[config.mk]
export PLATFORM = sky130hd
export DESIGN_NAME = vga_pixel_gen
export DESIGN_NICKNAME = d
export VERILOG_FILES = /design/src/rtl/vga_pixel_gen.sv
export SDC_FILE = /design/constraint.sdc
export NUM_CORES = 1
export LEC_CHECK = 0
export CAP_MARGIN = 20
export CORE_MARGIN = 4
export CORE_UTILIZATION = 45
export CTS_CLUSTER_SIZE = 14
export DETAILED_ROUTE_END_ITERATION = 12
export GPL_ROUTABILITY_DRIVEN = 0
export PLACE_DENSITY = 0.68
export SLEW_MARGIN = 15
export SYNTH_ARGS = -nofsm -noshare
export SYNTH_HDL_FRONTEND = slang
export SYNTH_SLANG_ARGS = --single-unit
[constraint.sdc]
create_clock -name clk -period 4.15 [get_ports clk]
set_input_delay 0.83 -clock clk [delete_from_list [all_inputs] [get_ports clk]]
set_output_delay 0.83 -clock clk [all_outputs]
set_load 0.02 [all_outputs]
[src/rtl/vga_pixel_gen.sv]
// Pixel stage behind the VGA timing generator. It draws a border, a background
// and a bouncing square. Colour and sync leave through matched one-cycle registers.
module vga_pixel_gen #(
  parameter int H_ACTIVE = 640,
  parameter int V_ACTIVE = 480,
  parameter int BOX_SIZE = 32,
  parameter int STEP     = 2,
  parameter int BORDER   = 4
) (
  input  logic       clk,
  input  logic       rst_n,
  input  logic [9:0] x,
  input  logic [9:0] y,
  input  logic       active_video,
  input  logic       hsync_in,
  input  logic       vsync_in,
  input  logic       pause,
  output logic       hsync_out,
  output logic       vsync_out,
  output logic [3:0] red,
  output logic [3:0] green,
  output logic [3:0] blue,
  output logic       frame_tick
);

  localparam logic [10:0] X_MIN     = 11'(BORDER);
  localparam logic [10:0] X_MAX     = 11'(H_ACTIVE - BORDER - BOX_SIZE);
  localparam logic [10:0] Y_MIN     = 11'(BORDER);
  localparam logic [10:0] Y_MAX     = 11'(V_ACTIVE - BORDER - BOX_SIZE);
  localparam logic [10:0] H_EDGE    = 11'(H_ACTIVE - BORDER);
  localparam logic [10:0] V_EDGE    = 11'(V_ACTIVE - BORDER);
  localparam logic [10:0] BORDER_W  = 11'(BORDER);
  localparam logic [10:0] BOX_W     = 11'(BOX_SIZE);
  localparam logic [10:0] STEP_W    = 11'(STEP);
  localparam logic [9:0]  STEP_P    = 10'(STEP);
  localparam logic [9:0]  RESET_POS = 10'(BORDER);
  localparam logic [11:0] BG_RGB    = 12'h004;
  localparam logic [11:0] BORDER_RGB = 12'hFFF;

  typedef struct packed {
    logic [9:0] pos;
    logic       dir;
    logic       bounce;
  } axis_t;

  // One axis of motion. The arithmetic is 11 bits wide so that pos+STEP cannot wrap before the limit compare.
  function automatic axis_t axis_step(input logic [9:0]  pos,
                                      input logic        dir,
                                      input logic [10:0] lo,
                                      input logic [10:0] hi);
    axis_t       res;
    logic [10:0] pos_w;
    logic [10:0] sum_w;
    pos_w      = {1'b0, pos};
    sum_w      = pos_w + STEP_W;
    res.pos    = pos;
    res.dir    = dir;
    res.bounce = 1'b0;
    if (dir && (sum_w >= hi)) begin
      res.pos    = hi[9:0];
      res.dir    = 1'b0;
      res.bounce = 1'b1;
    end else if (!dir && (pos_w <= (lo + STEP_W))) begin
      res.pos    = lo[9:0];
      res.dir    = 1'b1;
      res.bounce = 1'b1;
    end else if (dir) begin
      res.pos = sum_w[9:0];
    end else begin
      res.pos = pos - STEP_P;
    end
    return res;
  endfunction

  function automatic logic [11:0] palette(input logic [2:0] idx);
    logic [11:0] rgb;
    case (idx)
      3'd0:    rgb = 12'hF00;
      3'd1:    rgb = 12'h0F0;
      3'd2:    rgb = 12'h00F;
      3'd3:    rgb = 12'hFF0;
      3'd4:    rgb = 12'h0FF;
      3'd5:    rgb = 12'hF0F;
      3'd6:    rgb = 12'hF80;
      3'd7:    rgb = 12'hFFF;
      default: rgb = 12'h000;
    endcase
    return rgb;
  endfunction

  logic        vs_prev_r;
  logic [9:0]  box_x_r;
  logic [9:0]  box_y_r;
  logic        dx_r;
  logic        dy_r;
  logic [2:0]  color_idx_r;
  logic [11:0] rgb_r;
  logic        hsync_r;
  logic        vsync_r;
  logic        frame_tick_r;

  logic        frame_edge_s;
  axis_t       step_x_s;
  axis_t       step_y_s;
  logic [9:0]  box_x_nxt_s;
  logic [9:0]  box_y_nxt_s;
  logic        dx_nxt_s;
  logic        dy_nxt_s;
  logic [2:0]  color_nxt_s;
  logic [10:0] x_w_s;
  logic [10:0] y_w_s;
  logic        in_border_s;
  logic        in_box_s;
  logic [11:0] rgb_s;

  assign frame_edge_s = vs_prev_r & ~vsync_in;

  // Motion update: advance once per frame edge unless paused; a bounce on either axis bumps the colour once.
  always_comb begin
    step_x_s    = axis_step(box_x_r, dx_r, X_MIN, X_MAX);
    step_y_s    = axis_step(box_y_r, dy_r, Y_MIN, Y_MAX);
    box_x_nxt_s = box_x_r;
    box_y_nxt_s = box_y_r;
    dx_nxt_s    = dx_r;
    dy_nxt_s    = dy_r;
    color_nxt_s = color_idx_r;
    if (frame_edge_s && !pause) begin
      box_x_nxt_s = step_x_s.pos;
      box_y_nxt_s = step_y_s.pos;
      dx_nxt_s    = step_x_s.dir;
      dy_nxt_s    = step_y_s.dir;
      color_nxt_s = color_idx_r + {2'b00, (step_x_s.bounce | step_y_s.bounce)};
    end else begin
      box_x_nxt_s = box_x_r;
      box_y_nxt_s = box_y_r;
      dx_nxt_s    = dx_r;
      dy_nxt_s    = dy_r;
      color_nxt_s = color_idx_r;
    end
  end

  // Pixel colour by priority: blanking, border, square, background.
  always_comb begin
    x_w_s       = {1'b0, x};
    y_w_s       = {1'b0, y};
    in_border_s = (x_w_s < BORDER_W) || (x_w_s >= H_EDGE) ||
                  (y_w_s < BORDER_W) || (y_w_s >= V_EDGE);
    in_box_s    = (x_w_s >= {1'b0, box_x_r}) && (x_w_s < ({1'b0, box_x_r} + BOX_W)) &&
                  (y_w_s >= {1'b0, box_y_r}) && (y_w_s < ({1'b0, box_y_r} + BOX_W));
    rgb_s       = 12'h000;
    if (!active_video) begin
      rgb_s = 12'h000;
    end else if (in_border_s) begin
      rgb_s = BORDER_RGB;
    end else if (in_box_s) begin
      rgb_s = palette(color_idx_r);
    end else begin
      rgb_s = BG_RGB;
    end
  end

  // Motion state and frame-edge detector.
  always_ff @(posedge clk or negedge rst_n) begin
    if (!rst_n) begin
      vs_prev_r   <= 1'b1;
      box_x_r     <= RESET_POS;
      box_y_r     <= RESET_POS;
      dx_r        <= 1'b1;
      dy_r        <= 1'b1;
      color_idx_r <= 3'd0;
    end else begin
      vs_prev_r   <= vsync_in;
      box_x_r     <= box_x_nxt_s;
      box_y_r     <= box_y_nxt_s;
      dx_r        <= dx_nxt_s;
      dy_r        <= dy_nxt_s;
      color_idx_r <= color_nxt_s;
    end
  end

  // Output registers keep colour, sync and tick on the same one-cycle latency.
  always_ff @(posedge clk or negedge rst_n) begin
    if (!rst_n) begin
      rgb_r        <= 12'h000;
      hsync_r      <= 1'b1;
      vsync_r      <= 1'b1;
      frame_tick_r <= 1'b0;
    end else begin
      rgb_r        <= rgb_s;
      hsync_r      <= hsync_in;
      vsync_r      <= vsync_in;
      frame_tick_r <= frame_edge_s;
    end
  end

  assign red        = rgb_r[11:8];
  assign green      = rgb_r[7:4];
  assign blue       = rgb_r[3:0];
  assign hsync_out  = hsync_r;
  assign vsync_out  = vsync_r;
  assign frame_tick = frame_tick_r;

endmodule

==> metrics.yaml, run 1 <==
status: "finished clean"
slew_viol_final: 0
fillers: 654
dp_hpwl_microns: 5704
relSlewSlack: 0.5371
power_frac_seq: 0.342
cts_buffers: 5
syn_area_sq_mm: 0.003143
die_width_microns: 91.58
r2r_start: "box_x_r[2]"
yosysTopAreaCellShare: 0.1990
crit_required_ns: 4.31
first_global_vias: 2777
final_cell_mix: "42 x ha_1, 38 x clkdlybuf4s50_1, 37 x o21ai_0, 25 x nand2_1, 25 x dfrtp_1"
area_growth_pct: 14.65
timing.final.crit_share: 0.7138
synth.yosys.seq_area_share: 0.2492
syn_area_per_cell_sq_um: 8.337
routed_wl_microns: 7655
wl_per_cell_microns: 15.56
drc: 0
cts_tree: "done"
cpMostUsedCell: "ha_1"
finalHoldViolations: 0
p_leak_nw: 1.468
die_area_sq_mm: 0.008386
detail-route-antenna-nets: 0
reg2reg_to: "color_idx_r[1]"
ys_types: 59
critPathMaxFanout: 10
synth_flop_cell: "dfrtp_1"
p_clk_frac: 0.143
dpl_worst_slack_ns: 1.079
swShare: 0.4714
yosysTopAreaCell: "dfrtp_1"
nets: 463
worstRegToRegCells: 10
min_to: "frame_tick"
portBuffers: 38
cts_setup_buffers: 0
ys_top_cells_by_area: "dfrtp_1 20%, ha_1 17%, o21ai_0 5.9%"
cts_root_buffer: "clkbuf_8"
mostFrequentLayoutCell: "ha_1"
start_util: 0.4626
synth_edf_count: 0
max_clock_freq_mhz: 337.6
worst_slack_ns: 1.188
clock_latency_ns: 0.29
skew_ns: 0.01102
cap_violations: 0
finalSetupViolCount: 0
antenna_found_initial: 0
drtPass1Iterations: 5
power_mw: 1.797
crit_path_start_kind: "flip-flop"
drive_gt1_frac: 0.06566
path_class: "flip-flop to flip-flop"
tns_ns: 0
grt_max_degree: 32
comb_power_share: 0.514
vdd.ir_drop.worst_v: 0.0001881
clk_pin_slew_worst_paths_ns: 0.08
vias: 2928
critPathSlowestCell: "a2111oi_4"
drtIter0Drc: 231
grt_first_pass_wirelength_microns: 13180
min-delay-path-class: "flip-flop to flip-flop"
via_per_inst: 5.951
period_minus_slack_ns: 2.962
grt-ovfl-total: 0
cts_resized: 0
ys_seq_elements: 31
syn-num-nets: 445
yosys_warnings: 0
hp-start: "vsync_out"
internal-power_uw: 950.1
rsz0062_at_grt: "false"
tightest_slew_ns: 0.6943
worstSetupEndpointType: "flip-flop"
switching_power_uw: 847.1
regToRegSetupSlack_ns: 1.19
critPathMaxStageDelay_ns: 0.61
cts_sinks: 31
fp-row-count: 30
clockBufferDepth: 2
cp.arrival_ns: 3.13
cts.htree.levels: 2
holdPathStages: 1
die_h_microns: 91.58
io_pins: 41
power_density_mw_per_mm2: 498.7
track_usage: 0.1896
synthCells: 377
antenna_cells: 0
cp_cell_sequence: "ha_1 -> nand2_1 -> a2111oi_4 -> nor2b_2 -> o2bb2ai_1 -> o21bai_1 -> ha_1 -> ha_1 -> nand2_1 -> o21ai_0"
cts_hold_buffers: 0
async_flop_share: 1.000
core_sq_mm: 0.006794
## synth_stat cells (7+ instances only)
master,count
a21oi_1,16
a31oi_1,11
buf_2,9
buf_4,7
clkbuf_1,11
dfrtp_1,25
ha_1,42
inv_1,24
nand2_1,25
nand3_1,16
nand4_1,9
nor2_1,11
nor2b_1,9
nor3_1,11
nor4_1,7
o21ai_0,37
xnor2_1,11
## layer usage
layer / part of all wire / GRT usage
met5: 0 / 0
met4: 0.022 / 0.06030
met3: 0.064 / 0.03728
met2: 0.45 / 0.2988
met1: 0.46 / 0.2593
## flip-flops by register name (all words and copies together) (netlist names)
register / count
rgb_r: 5
box_x_r: 9
frame_tick: 1
dx_r: 1
color_idx_r: 3
dy_r: 1
box_y_r: 9
hsync_out: 1
vsync_out: 1
## critical path, delay by kind of cell (launching register included)
kind,cells,cell delay (ns)
AOI/OAI and AO/OA,4,1.16
DFF,1,0.60
and+or+nand+nor,3,0.31
adders and majority gates,3,0.77
## per-stage QoR
stage | hold slack, ns | instances | utilization | area, sq um
CTS | 0.5503 | 492 | 0.5304 | 3603
detailed placement | 0.5376 | 484 | 0.5169 | 3512
global placement | 0.5349 | 484 | 0.5169 | 3512
global route | 0.5736 | 492 | 0.5304 | 3603
finish | 0.5480 | 492 | 0.5304 | 3603
floorplan | 0.5162 | 377 | - | 3143
## kinds of logic (layout without fill, tap and decap cells)
| logic type | Yosys count | after routing | share of synthesized area |
|---|---|---|---|
| AO/OA/AOI/OAI | 119 | 119 | 0.2608 |
| AND/OR/NAND/NOR | 116 | 116 | 0.2014 |
| buffers and inverters | 53 | 72 | 0.07524 |
| adder cells (fa/ha/maj) | 42 | 42 | 0.1672 |
| flip-flops | 31 | 31 | 0.2492 |
| XOR/XNOR | 13 | 13 | 0.03623 |
| multiplexers | 3 | 3 | 0.009952 |
## worst max path at each step
stage                          start              to  depth (start not counted)
final                     box_x_r[2]  color_idx_r[1]                         10
after floorplan           box_x_r[2]  color_idx_r[1]                         11
after CTS                 box_x_r[2]  color_idx_r[1]                         11
after global placement          x[3]       rgb_r[10]                          8
after detailed placement        x[3]       rgb_r[10]                          8
after global routing      box_x_r[2]  color_idx_r[1]                         11
## power by group through the flow
| stage | combinational (mW) | clock, mW | sequential (mW) |
|---|---|---|---|
| 2_1_floorplan | 0.815 | 0 | 0.477 |
| 3_3_place_gp | 0.880 | 0 | 0.612 |
| 3_5_place_dp | 0.917 | 0 | 0.614 |
| 4_1_cts | 0.925 | 0.265 | 0.608 |
| 5_1_grt | 1.07 | 0.280 | 0.644 |
| 6_report | 0.925 | 0.257 | 0.615 |
## layout make-up
class                           count  area (sq um)  area share
Tap cell                           96         120.1     0.03333
Timing Repair Buffer               40         395.4      0.1097
Multi-Input combinational cell    293          2123      0.5892
Inverter                           24         90.09     0.02500
Sequential cell                    31         783.3      0.2174
Clock buffer                        7         86.33     0.02396
Clock inverter                      1         5.005    0.001389
Power figures use the tool's default switching activity.
==> run 2, diff against run 1 <==
PLACE_DENSITY = 0.71   (was 0.68)
clock period = 2.4 ns   (was 4.15 ns; I/O delays follow)
==> metrics.yaml, run 2 (synthesis gave the netlist of run 1 again) <==
cp.arrival_ns: 2.58  # -0.55 ns
slew_viol_final: 0  # unchanged
skew_ns: 0.006357  # -0.004663 ns
via_per_inst: 5.898  # -0.90%
violations: "setup timing"
wl_met1_microns: 3805  # +7.3%
regToRegSetupSlack_ns: -0.005  # -1.19 ns
relSlewSlack: 0.6190  # +0.08184
routed_wl_microns: 9094  # +19%
p_leak_nw: 1.849  # +26%
cap_violations: 0  # unchanged
core_sq_mm: 0.006794  # unchanged
die_h_microns: 91.58  # unchanged
final_cell_mix: "61 x buf_4, 38 x clkdlybuf4s50_1, 36 x ha_1, 29 x o21ai_0"
dpl_worst_slack_ns: -0.3503  # -1.430 ns
clock_latency_ns: 0.29  # about the same
cp_cell_sequence: "ha_4 -> nand4_1 -> nor3_1 -> xnor2_1 -> o2bb2ai_2 -> o21bai_1 -> ha_2 -> ha_4 -> nand2_2 -> o21ai_1"
finalSetupViolCount: 1  # +1
clk_pin_slew_worst_paths_ns: 0.07  # about the same
die_area_sq_mm: 0.008386  # unchanged
cts.htree.levels: 2  # unchanged
worst_hold_slack_ns: 0.5528  # +0.004781 ns
critPathSlowestCell: "dfstp_2"
cts_root_buffer: "clkbuf_8"
area_growth_pct: 38.65
holdPathStages: 1  # unchanged
critPathMaxStageDelay_ns: 0.57  # -0.04 ns
power_mw: 3.899  # +120%
cts_sinks: 31  # unchanged
routed-wl-met3_microns: 534  # +8.5%
clockBufferDepth: 2  # unchanged
cpMostUsedCell: "ha_4"
wl_per_cell_microns: 16.33  # +4.9%
cts_hold_buffers: 0  # unchanged
worstRegToRegCells: 10  # unchanged
antenna_cells: 0  # unchanged
reg2reg_to: "color_idx_r[1]"
tightest_slew_ns: 0.5663  # -0.1280 ns
grt-ovfl-total: 0  # unchanged
cts_buffers: 5  # unchanged
critPathMaxFanout: 7  # -3
fp-row-count: 30  # unchanged
path_class: "flip-flop to flip-flop"
vias: 3285  # +12%
nets: 528  # +14%
hp-start: "vsync_out"
detail-route-antenna-nets: 0  # unchanged
critPathTopFamily: "adder cells"
dp_hpwl_microns: 6680  # +17%
crit_required_ns: 2.58  # -1.73 ns
r2r_start: "box_x_r[2]"
crit_path_start_kind: "flip-flop"
track_usage: 0.2125  # +0.02287
finalHoldViolations: 0  # unchanged
first_global_vias: 3112  # +12%
grt_first_pass_wirelength_microns: 14600  # +11%
worst_slack_ns: -0.005224  # -1.193 ns
max_clock_freq_mhz: 415.8  # +23%
drive_gt1_frac: 0.2646  # +0.1990
grt_max_degree: 32  # unchanged
min_to: "frame_tick"
io_pins: 41  # unchanged
drtPass1Iterations: 5  # unchanged
vdd.ir_drop.worst_v: 0.0003620  # +92%
routed.top_layer: "met4"
wl_met2_microns: 4555  # +32%
start_util: 0.4626  # unchanged
drtIter0Drc: 261  # +13%
portBuffers: 38  # unchanged
rsz0062_at_grt: "true"
drc: 0  # unchanged
cts_tree: "done"
mostFrequentLayoutCell: "buf_4"
min-delay-path-class: "flip-flop to flip-flop"
worstSetupEndpointType: "flip-flop"
die_width_microns: 91.58  # unchanged
path_buf_inv: 0  # unchanged
antenna_found_initial: 0  # unchanged
status: "finished with violations"
timing.final.crit_share: 1.002  # +0.2883
power_density_mw_per_mm2: 894.7  # +79%
reg.largest.list: "box_x_r x9, box_y_r x9, rgb_r x5"
period_minus_slack_ns: 2.405  # -0.5572 ns
run 2: worst max-delay path by stage:
stage	from	cells after the start	to
6_report	box_x_r[2]	10	color_idx_r[1]
3_3_place_gp	x[1]	8	rgb_r[10]
2_1_floorplan	box_x_r[2]	11	color_idx_r[1]
3_5_place_dp	x[1]	8	rgb_r[10]
5_1_grt	box_x_r[2]	10	color_idx_r[1]
4_1_cts	box_x_r[5]	10	color_idx_r[1]
run 2: final cells by class:
cell class / count / area (sq um)
Inverter: 24 / 95.09
Multi-Input combinational cell: 293 / 2315
Clock inverter: 2 / 35.03
Timing Repair Buffer: 105 / 923.4
Clock buffer: 6 / 82.58
Tap cell: 96 / 120.1
Sequential cell: 31 / 787.0
Fill cell: 560 / 2436
run 2: worst reg2reg max path, delay by kind of cell (launching register included):
| kind | cells | cell delay (ns) |
|---|---|---|
| and+or+nand+nor | 3 | 0.50 |
| adders and majority gates | 3 | 0.62 |
| AOI/OAI and AO/OA | 3 | 0.41 |
| xor gates and xnor gates | 1 | 0.18 |
| DFF | 1 | 0.57 |
run 2: power breakdown:
group          internal (mW)  leakage (nW)  switching, mW
logic                   1.15          1.44           1.26
clock network          0.336        0.0612          0.214
registers              0.690         0.346          0.251
run 2: through the flow:
stage            TNS, ns  cell area, sq um    util  instances
2_1_floorplan   -0.08533              3212       -        377
3_3_place_gp      -1.065              3995  0.5880        538
3_5_place_dp      -1.527              3995  0.5880        538
4_1_cts         -0.02028              4192  0.6169        552
5_1_grt          -0.1976              4358  0.6414        557
6_report       -0.005224              4358  0.6414        557
run 2: timing repair:
action / 4_1_cts / 5_1_grt
gates resized for setup: 11 / 31
pin swaps: 8 / 24
endpoints found under the setup margin: 7 / 13
buffers inserted: 6 / 6
gates cloned: 0 / 0
run 2: per-layer routing:
metal | up-vias | track usage
met2 | 126 | 0.3500
li1 | 1578 | -
met5 | - | 0
met1 | 1554 | 0.2707
met4 | 0 | 0.07663
met3 | 27 | 0.04805
